### src/rtl/commit_trace_buffer_pkg.sv
// Shared constants and record-layout helpers for the commit trace buffer.
// A record packs {pc, pre_pc, seq, cycle}, with cycle at the LSBs.
package commit_trace_buffer_pkg;

  localparam int SEQ_W = 32;

  function automatic int commit_rec_width(input int xlen, input int cnt_w);
    return 2 * xlen + SEQ_W + cnt_w;
  endfunction

  function automatic int off_seq(input int cnt_w);
    return cnt_w;
  endfunction

  function automatic int off_pre_pc(input int cnt_w);
    return cnt_w + SEQ_W;
  endfunction

  function automatic int off_pc(input int xlen, input int cnt_w);
    return cnt_w + SEQ_W + xlen;
  endfunction

endpackage

### src/rtl/commit_trace_buffer_sync_fifo.sv
// Generic synchronous FIFO with an explicit occupancy count.
// Read data comes straight from storage and reads as zero while empty.
module sync_fifo #(
  parameter int WIDTH = 8,
  parameter int DEPTH = 16
) (
  input  logic                       clk,
  input  logic                       rst,
  input  logic                       push_i,
  input  logic                       pop_i,
  input  logic [WIDTH-1:0]           wdata_i,
  output logic [WIDTH-1:0]           rdata_o,
  output logic                       full_o,
  output logic                       empty_o,
  output logic [$clog2(DEPTH):0]     level_o
);

  localparam int PTR_W = $clog2(DEPTH);
  localparam int LVL_W = PTR_W + 1;

  logic [WIDTH-1:0] mem_q [DEPTH];
  logic [PTR_W-1:0] wr_ptr_q, rd_ptr_q;
  logic [LVL_W-1:0] level_q, level_d;
  logic             push_ok, pop_ok;

  assign full_o  = (level_q == LVL_W'(DEPTH));
  assign empty_o = (level_q == '0);
  // A pop frees a slot in the same cycle, so a full FIFO still accepts a push.
  assign pop_ok  = pop_i && !empty_o;
  assign push_ok = push_i && (!full_o || pop_ok);

  always_comb begin
    level_d = level_q;
    case ({push_ok, pop_ok})
      2'b10:   level_d = level_q + LVL_W'(1);
      2'b01:   level_d = level_q - LVL_W'(1);
      default: level_d = level_q;
    endcase
  end

  always_ff @(posedge clk) begin
    if (!rst) begin
      wr_ptr_q <= '0;
      rd_ptr_q <= '0;
      level_q  <= '0;
    end else begin
      if (push_ok) wr_ptr_q <= wr_ptr_q + PTR_W'(1);
      if (pop_ok)  rd_ptr_q <= rd_ptr_q + PTR_W'(1);
      level_q <= level_d;
    end
  end

  always_ff @(posedge clk) begin
    if (rst && push_ok) mem_q[wr_ptr_q] <= wdata_i;
  end

  assign rdata_o = empty_o ? '0 : mem_q[rd_ptr_q];
  assign level_o = level_q;

endmodule

### src/rtl/commit_trace_buffer.sv
// Retirement observer: stamps and queues each commit, keeps cycle/instret/drop
// counters and flags breaks in the commit_pre_pc -> commit_pc chain.
module commit_trace_buffer
  import commit_trace_buffer_pkg::*;
#(
  parameter int XLEN  = 32,
  parameter int DEPTH = 16,
  parameter int CNT_W = 64
) (
  input  logic                     clk,
  input  logic                     rst,
  input  logic                     commit,
  input  logic [XLEN-1:0]          commit_pc,
  input  logic [XLEN-1:0]          commit_pre_pc,
  output logic                     out_valid,
  input  logic                     out_ready,
  output logic [XLEN-1:0]          out_pc,
  output logic [XLEN-1:0]          out_pre_pc,
  output logic [31:0]              out_seq,
  output logic [CNT_W-1:0]         out_cycle,
  output logic [$clog2(DEPTH):0]   level,
  output logic [CNT_W-1:0]         cycle_cnt,
  output logic [CNT_W-1:0]         instret_cnt,
  output logic [CNT_W-1:0]         drop_cnt,
  output logic                     overflow,
  output logic                     seq_err,
  output logic [XLEN-1:0]          err_pc,
  input  logic                     clear_err
);

  localparam int REC_W   = commit_rec_width(XLEN, CNT_W);
  localparam int O_SEQ   = off_seq(CNT_W);
  localparam int O_PRE   = off_pre_pc(CNT_W);
  localparam int O_PC    = off_pc(XLEN, CNT_W);

  logic [REC_W-1:0] wr_rec, rd_rec;
  logic             fifo_full, fifo_empty;
  logic             drop, chk_err;

  logic [CNT_W-1:0] cycle_q, instret_q, drop_q;
  logic             overflow_q, overflow_d;
  logic             seq_err_q, seq_err_d;
  logic [XLEN-1:0]  err_pc_q, err_pc_d;
  logic [XLEN-1:0]  last_pc_q;
  logic             have_last_q;

  assign wr_rec = {commit_pc, commit_pre_pc, instret_q[SEQ_W-1:0], cycle_q};

  sync_fifo #(
    .WIDTH (REC_W),
    .DEPTH (DEPTH)
  ) u_fifo (
    .clk     (clk),
    .rst     (rst),
    .push_i  (commit),
    .pop_i   (out_ready),
    .wdata_i (wr_rec),
    .rdata_o (rd_rec),
    .full_o  (fifo_full),
    .empty_o (fifo_empty),
    .level_o (level)
  );

  assign out_valid  = !fifo_empty;
  assign out_pc     = rd_rec[O_PC +: XLEN];
  assign out_pre_pc = rd_rec[O_PRE +: XLEN];
  assign out_seq    = rd_rec[O_SEQ +: SEQ_W];
  assign out_cycle  = rd_rec[0 +: CNT_W];

  assign drop    = commit && fifo_full && !(out_ready && out_valid);
  assign chk_err = commit && have_last_q && (commit_pre_pc != last_pc_q);

  // A fresh event in the same cycle as clear_err takes priority over the clear.
  always_comb begin
    overflow_d = overflow_q;
    seq_err_d  = seq_err_q;
    err_pc_d   = err_pc_q;
    if (clear_err) begin
      overflow_d = 1'b0;
      seq_err_d  = 1'b0;
      err_pc_d   = '0;
    end
    if (drop) overflow_d = 1'b1;
    if (chk_err) begin
      seq_err_d = 1'b1;
      if (!seq_err_q || clear_err) err_pc_d = commit_pc;
    end
  end

  always_ff @(posedge clk) begin
    if (!rst) begin
      cycle_q     <= '0;
      instret_q   <= '0;
      drop_q      <= '0;
      overflow_q  <= 1'b0;
      seq_err_q   <= 1'b0;
      err_pc_q    <= '0;
      have_last_q <= 1'b0;
    end else begin
      cycle_q    <= cycle_q + CNT_W'(1);
      if (commit) instret_q <= instret_q + CNT_W'(1);
      if (drop)   drop_q    <= drop_q + CNT_W'(1);
      overflow_q <= overflow_d;
      seq_err_q  <= seq_err_d;
      err_pc_q   <= err_pc_d;
      if (commit) have_last_q <= 1'b1;
    end
  end

  always_ff @(posedge clk) begin
    if (rst && commit) last_pc_q <= commit_pc;
  end

  assign cycle_cnt   = cycle_q;
  assign instret_cnt = instret_q;
  assign drop_cnt    = drop_q;
  assign overflow    = overflow_q;
  assign seq_err     = seq_err_q;
  assign err_pc      = err_pc_q;

endmodule

### config.mk
export PLATFORM = sky130hd
export DESIGN_NAME = commit_trace_buffer
export DESIGN_NICKNAME = d
export VERILOG_FILES = /design/src/rtl/commit_trace_buffer_pkg.sv /design/src/rtl/commit_trace_buffer_sync_fifo.sv /design/src/rtl/commit_trace_buffer.sv
export SDC_FILE = /design/constraint.sdc
export NUM_CORES = 2
export LEC_CHECK = 0
export CELL_PAD_IN_SITES_DETAIL_PLACEMENT = 1
export CELL_PAD_IN_SITES_GLOBAL_PLACEMENT = 2
export CORE_MARGIN = 4
export CORE_UTILIZATION = 52
export DETAILED_ROUTE_END_ITERATION = 10
export MAX_ROUTING_LAYER = met4
export PLACE_DENSITY = 0.9
export SLEW_MARGIN = 15
export SYNTH_ARGS = -nofsm -noshare
export SYNTH_HDL_FRONTEND = slang
export SYNTH_SLANG_ARGS = --single-unit
### constraint.sdc
create_clock -name clk -period 21.1 [get_ports clk]
set_input_delay 2.11 -clock clk [delete_from_list [all_inputs] [get_ports clk]]
set_output_delay 2.11 -clock clk [all_outputs]
set_load 0.05 [all_outputs]
==> flow_summary.toml <==
[logic_synthesis]
ys_types = 48
synth_area_leaders = "edfxtp_1 71%, mux4_2 16%, dfxtp_1 4.5%"
async_reset_ff_frac = 0
yosys_warnings = 0
ys.flop_type = "edfxtp_1"
netlist_instances = 5178
synth_edf_count = 2592
synth_top_cell_by_area = "edfxtp_1"
synthesis.nets = 5256
netlist.area_leader.share = 0.711
synth_seq_cells = 2836
synth.avg_cell_area_sq_um = 21.1
seq_area_frac_synth = 0.756
syn_area_sq_um = 109000

[worst_setup_path]
cpPeakStageDelay_ns = 0.97
crit_type = "reg -> out"
worstPathMaxFanout = 48
rr_endpoint = "u_fifo.mem_q[2][63]"
critPathSlowestCell = "dfxtp_4"
r2r-start = "u_fifo.level_o[2]"
r2r_cells = 7
cp_cell_sequence = "buf_4, buf_4, buf_4, mux4_2, mux4_2, and2_1, clkdlybuf4s50_1"
critPathLaunchType = "flop"
critPathBufInv = 4
cp.arrival_ns = 6.42
worstPathRequired_ns = 18.99
worst_setup_path_end_kind = "primary output"
crit_family = "buffers and inverters"
r2r_setup_slack_ns = 16.25
crit_top_cell = "buf_4"

[sta]
fmax_mhz = 117
hold_ws_ns = 0.478
setup_viol = 0
finalHoldViolCount = 0
finClkSkew_ns = 0.0923
tightest_slew_ns = 1.43
period_share = 0.404
rsz0062_at_grt = "false"
setup-tns-final_ns = 0
relSlewSlack = 0.0476
slew_viol_final = 0
period_minus_slack_ns = 8.53

[die]
die_x_microns = 467
start_util = 0.523
pin_count = 461
rows = 168
die_h_microns = 467
die-area_sq_um = 218000
core_area_sq_um = 209000

[clock_tree]
cts_sinks = 2836
post_cts_buffers = 0
path_clk_slew_ns = 0.06
clock_latency_ns = 0.94
clockBufferDepth = 4
h-tree-depth = 5
root_buffer = "clkbuf_16"
numCtsBuffers = 304
hold_buffers = 0
cts_resized = 0
cts_tree = "built"

[route]
via_per_inst = 6.58
route.detailed.drc = 0
wl_met3_microns = 29200
drt_first_pass_iters = 5
wl_met2_microns = 156000
wl_per_cell_microns = 35.4
wl_met1_microns = 115000
wl_microns = 313000
dr_total_vias = 58251
top_layer = "met4"
drt_iter0_markers = 7715
ant_nets = 0

[place]
post-dp-hpwl_microns = 164000
port_buffers = 460
gp_congestion = 0.794
postPlaceCellArea_sq_um = 118000
dp_cells = 8291

[cells_and_area]
instances_no_fill = 8851
layout_common_cells = "2592 x edfxtp_1, 800 x mux4_2, 459 x clkdlybuf4s50_1"
drive_gt1_frac = 0.230
final_nets = 5870
finalInstanceArea_sq_um = 127000
syn_to_final_growth_pct = 16.5
layout_commonest_cell = "edfxtp_1"

[min_path]
hp-class = "reg -> reg"
whs_path_depth = 2
min-delay-start = "instret_cnt[63]"
hold_end = "instret_cnt[63]"

[global_routing]
grt_overflow = 0
grtUsageTotal = 0.299
grt_pass1_vias = 61763
antenna_found_initial = 32
grt_start_max_net_pins = 160
grt_pass1_wl_microns = 453000

[power]
power_density_nw_per_um2 = 113
p_leak_nw = 39.0
ir_drop_v = 0.000117

[flow_run]
cap_violations = 0

[status]
outcome = "finished clean"
## how the worst max path moves through the flow
stage | start | end | cells after the start
final | flop | out_pc[6] | 7
after global routing | flop | out_pc[6] | 7
after CTS | flop | out_pc[6] | 7
after detailed placement | flop | out_pc[6] | 7
after global placement | flop | out_cycle[23] | 7
after floorplan | commit | u_fifo.mem_q[0][0] | 5
## per-layer routing
layer / global-route usage / vias up
li1: - / 22823
met3: 0.0589 / 627
met5: - / -
met2: 0.474 / 3726
met4: 0.111 / 0
met1: 0.389 / 31075
## power breakdown
part           internal (mW)  switching [mW]  leakage (nW)  total, mW
Combinational           1.11            1.82          8.45       2.93
Sequential              6.14          0.0537          25.8       6.19
Clock                   3.07            2.17          4.74       5.24
Total                   10.3            4.04          39.0       14.4
## tightest hold or removal path: cells and delay by family, from the launching register on
| kind | cells | cell delay (ns) |
|---|---|---|
| flops | 1 | 0.32 |
| simple gates | 1 | 0.06 |
| mux | 1 | 0.05 |
## cell usage after synthesis, types with 53 or more instances
master       n
a21oi_1     98
and2_1     173
buf_1       62
clkbuf_1   189
dfxtp_1    244
edfxtp_1  2592
mux4_2     800
nand2_1    131
nand3_1     98
nand4_1    101
nor2_1     137
o21ai_0     53
or3_1       54
xnor2_1     70
xor2_1      54
## sequential cells by signal (all words and copies together), names as in the netlist, named ones only
register         count
cycle_cnt           64
drop_cnt            64
err_pc              32
have_last_q          1
instret_cnt         64
last_pc_q           32
overflow             1
seq_err              1
u_fifo.level_o       5
u_fifo.mem_q      2560
u_fifo.rd_ptr_q      4
u_fifo.wr_ptr_q      4
## logic make-up after synthesis
logic type / after synthesis / synth area share
compound gates: 218 / 0.0117
xor+xnor: 124 / 0.00993
fa+ha+maj: 9 / 0.00103
buf+inv: 292 / 0.0102
flops: 2836 / 0.756
mux: 839 / 0.168
simple gates: 860 / 0.0427
## layout make-up
type / count / area (sq um)
sequential: 2836 / 82700
fill: 17487 / 81900
multi-input combinational: 2050 / 25700
clock buffer: 405 / 8410
timing repair buffer: 572 / 5660
tap: 2805 / 3510
clock inverter: 131 / 1240
inverter: 28 / 113
antenna: 24 / 60.1
## per-stage QoR
step           utilization  power [mW]  setup slack, ns
2_1_floorplan            -        8.23             6.39
3_3_place_gp         0.562        9.19            13.42
3_5_place_dp         0.562        9.24            13.38
4_1_cts              0.608        14.5            12.33
5_1_grt              0.609        14.8            11.99
6_report             0.609        14.4            12.57
Note: power is estimated with default switching activity, not from simulation.
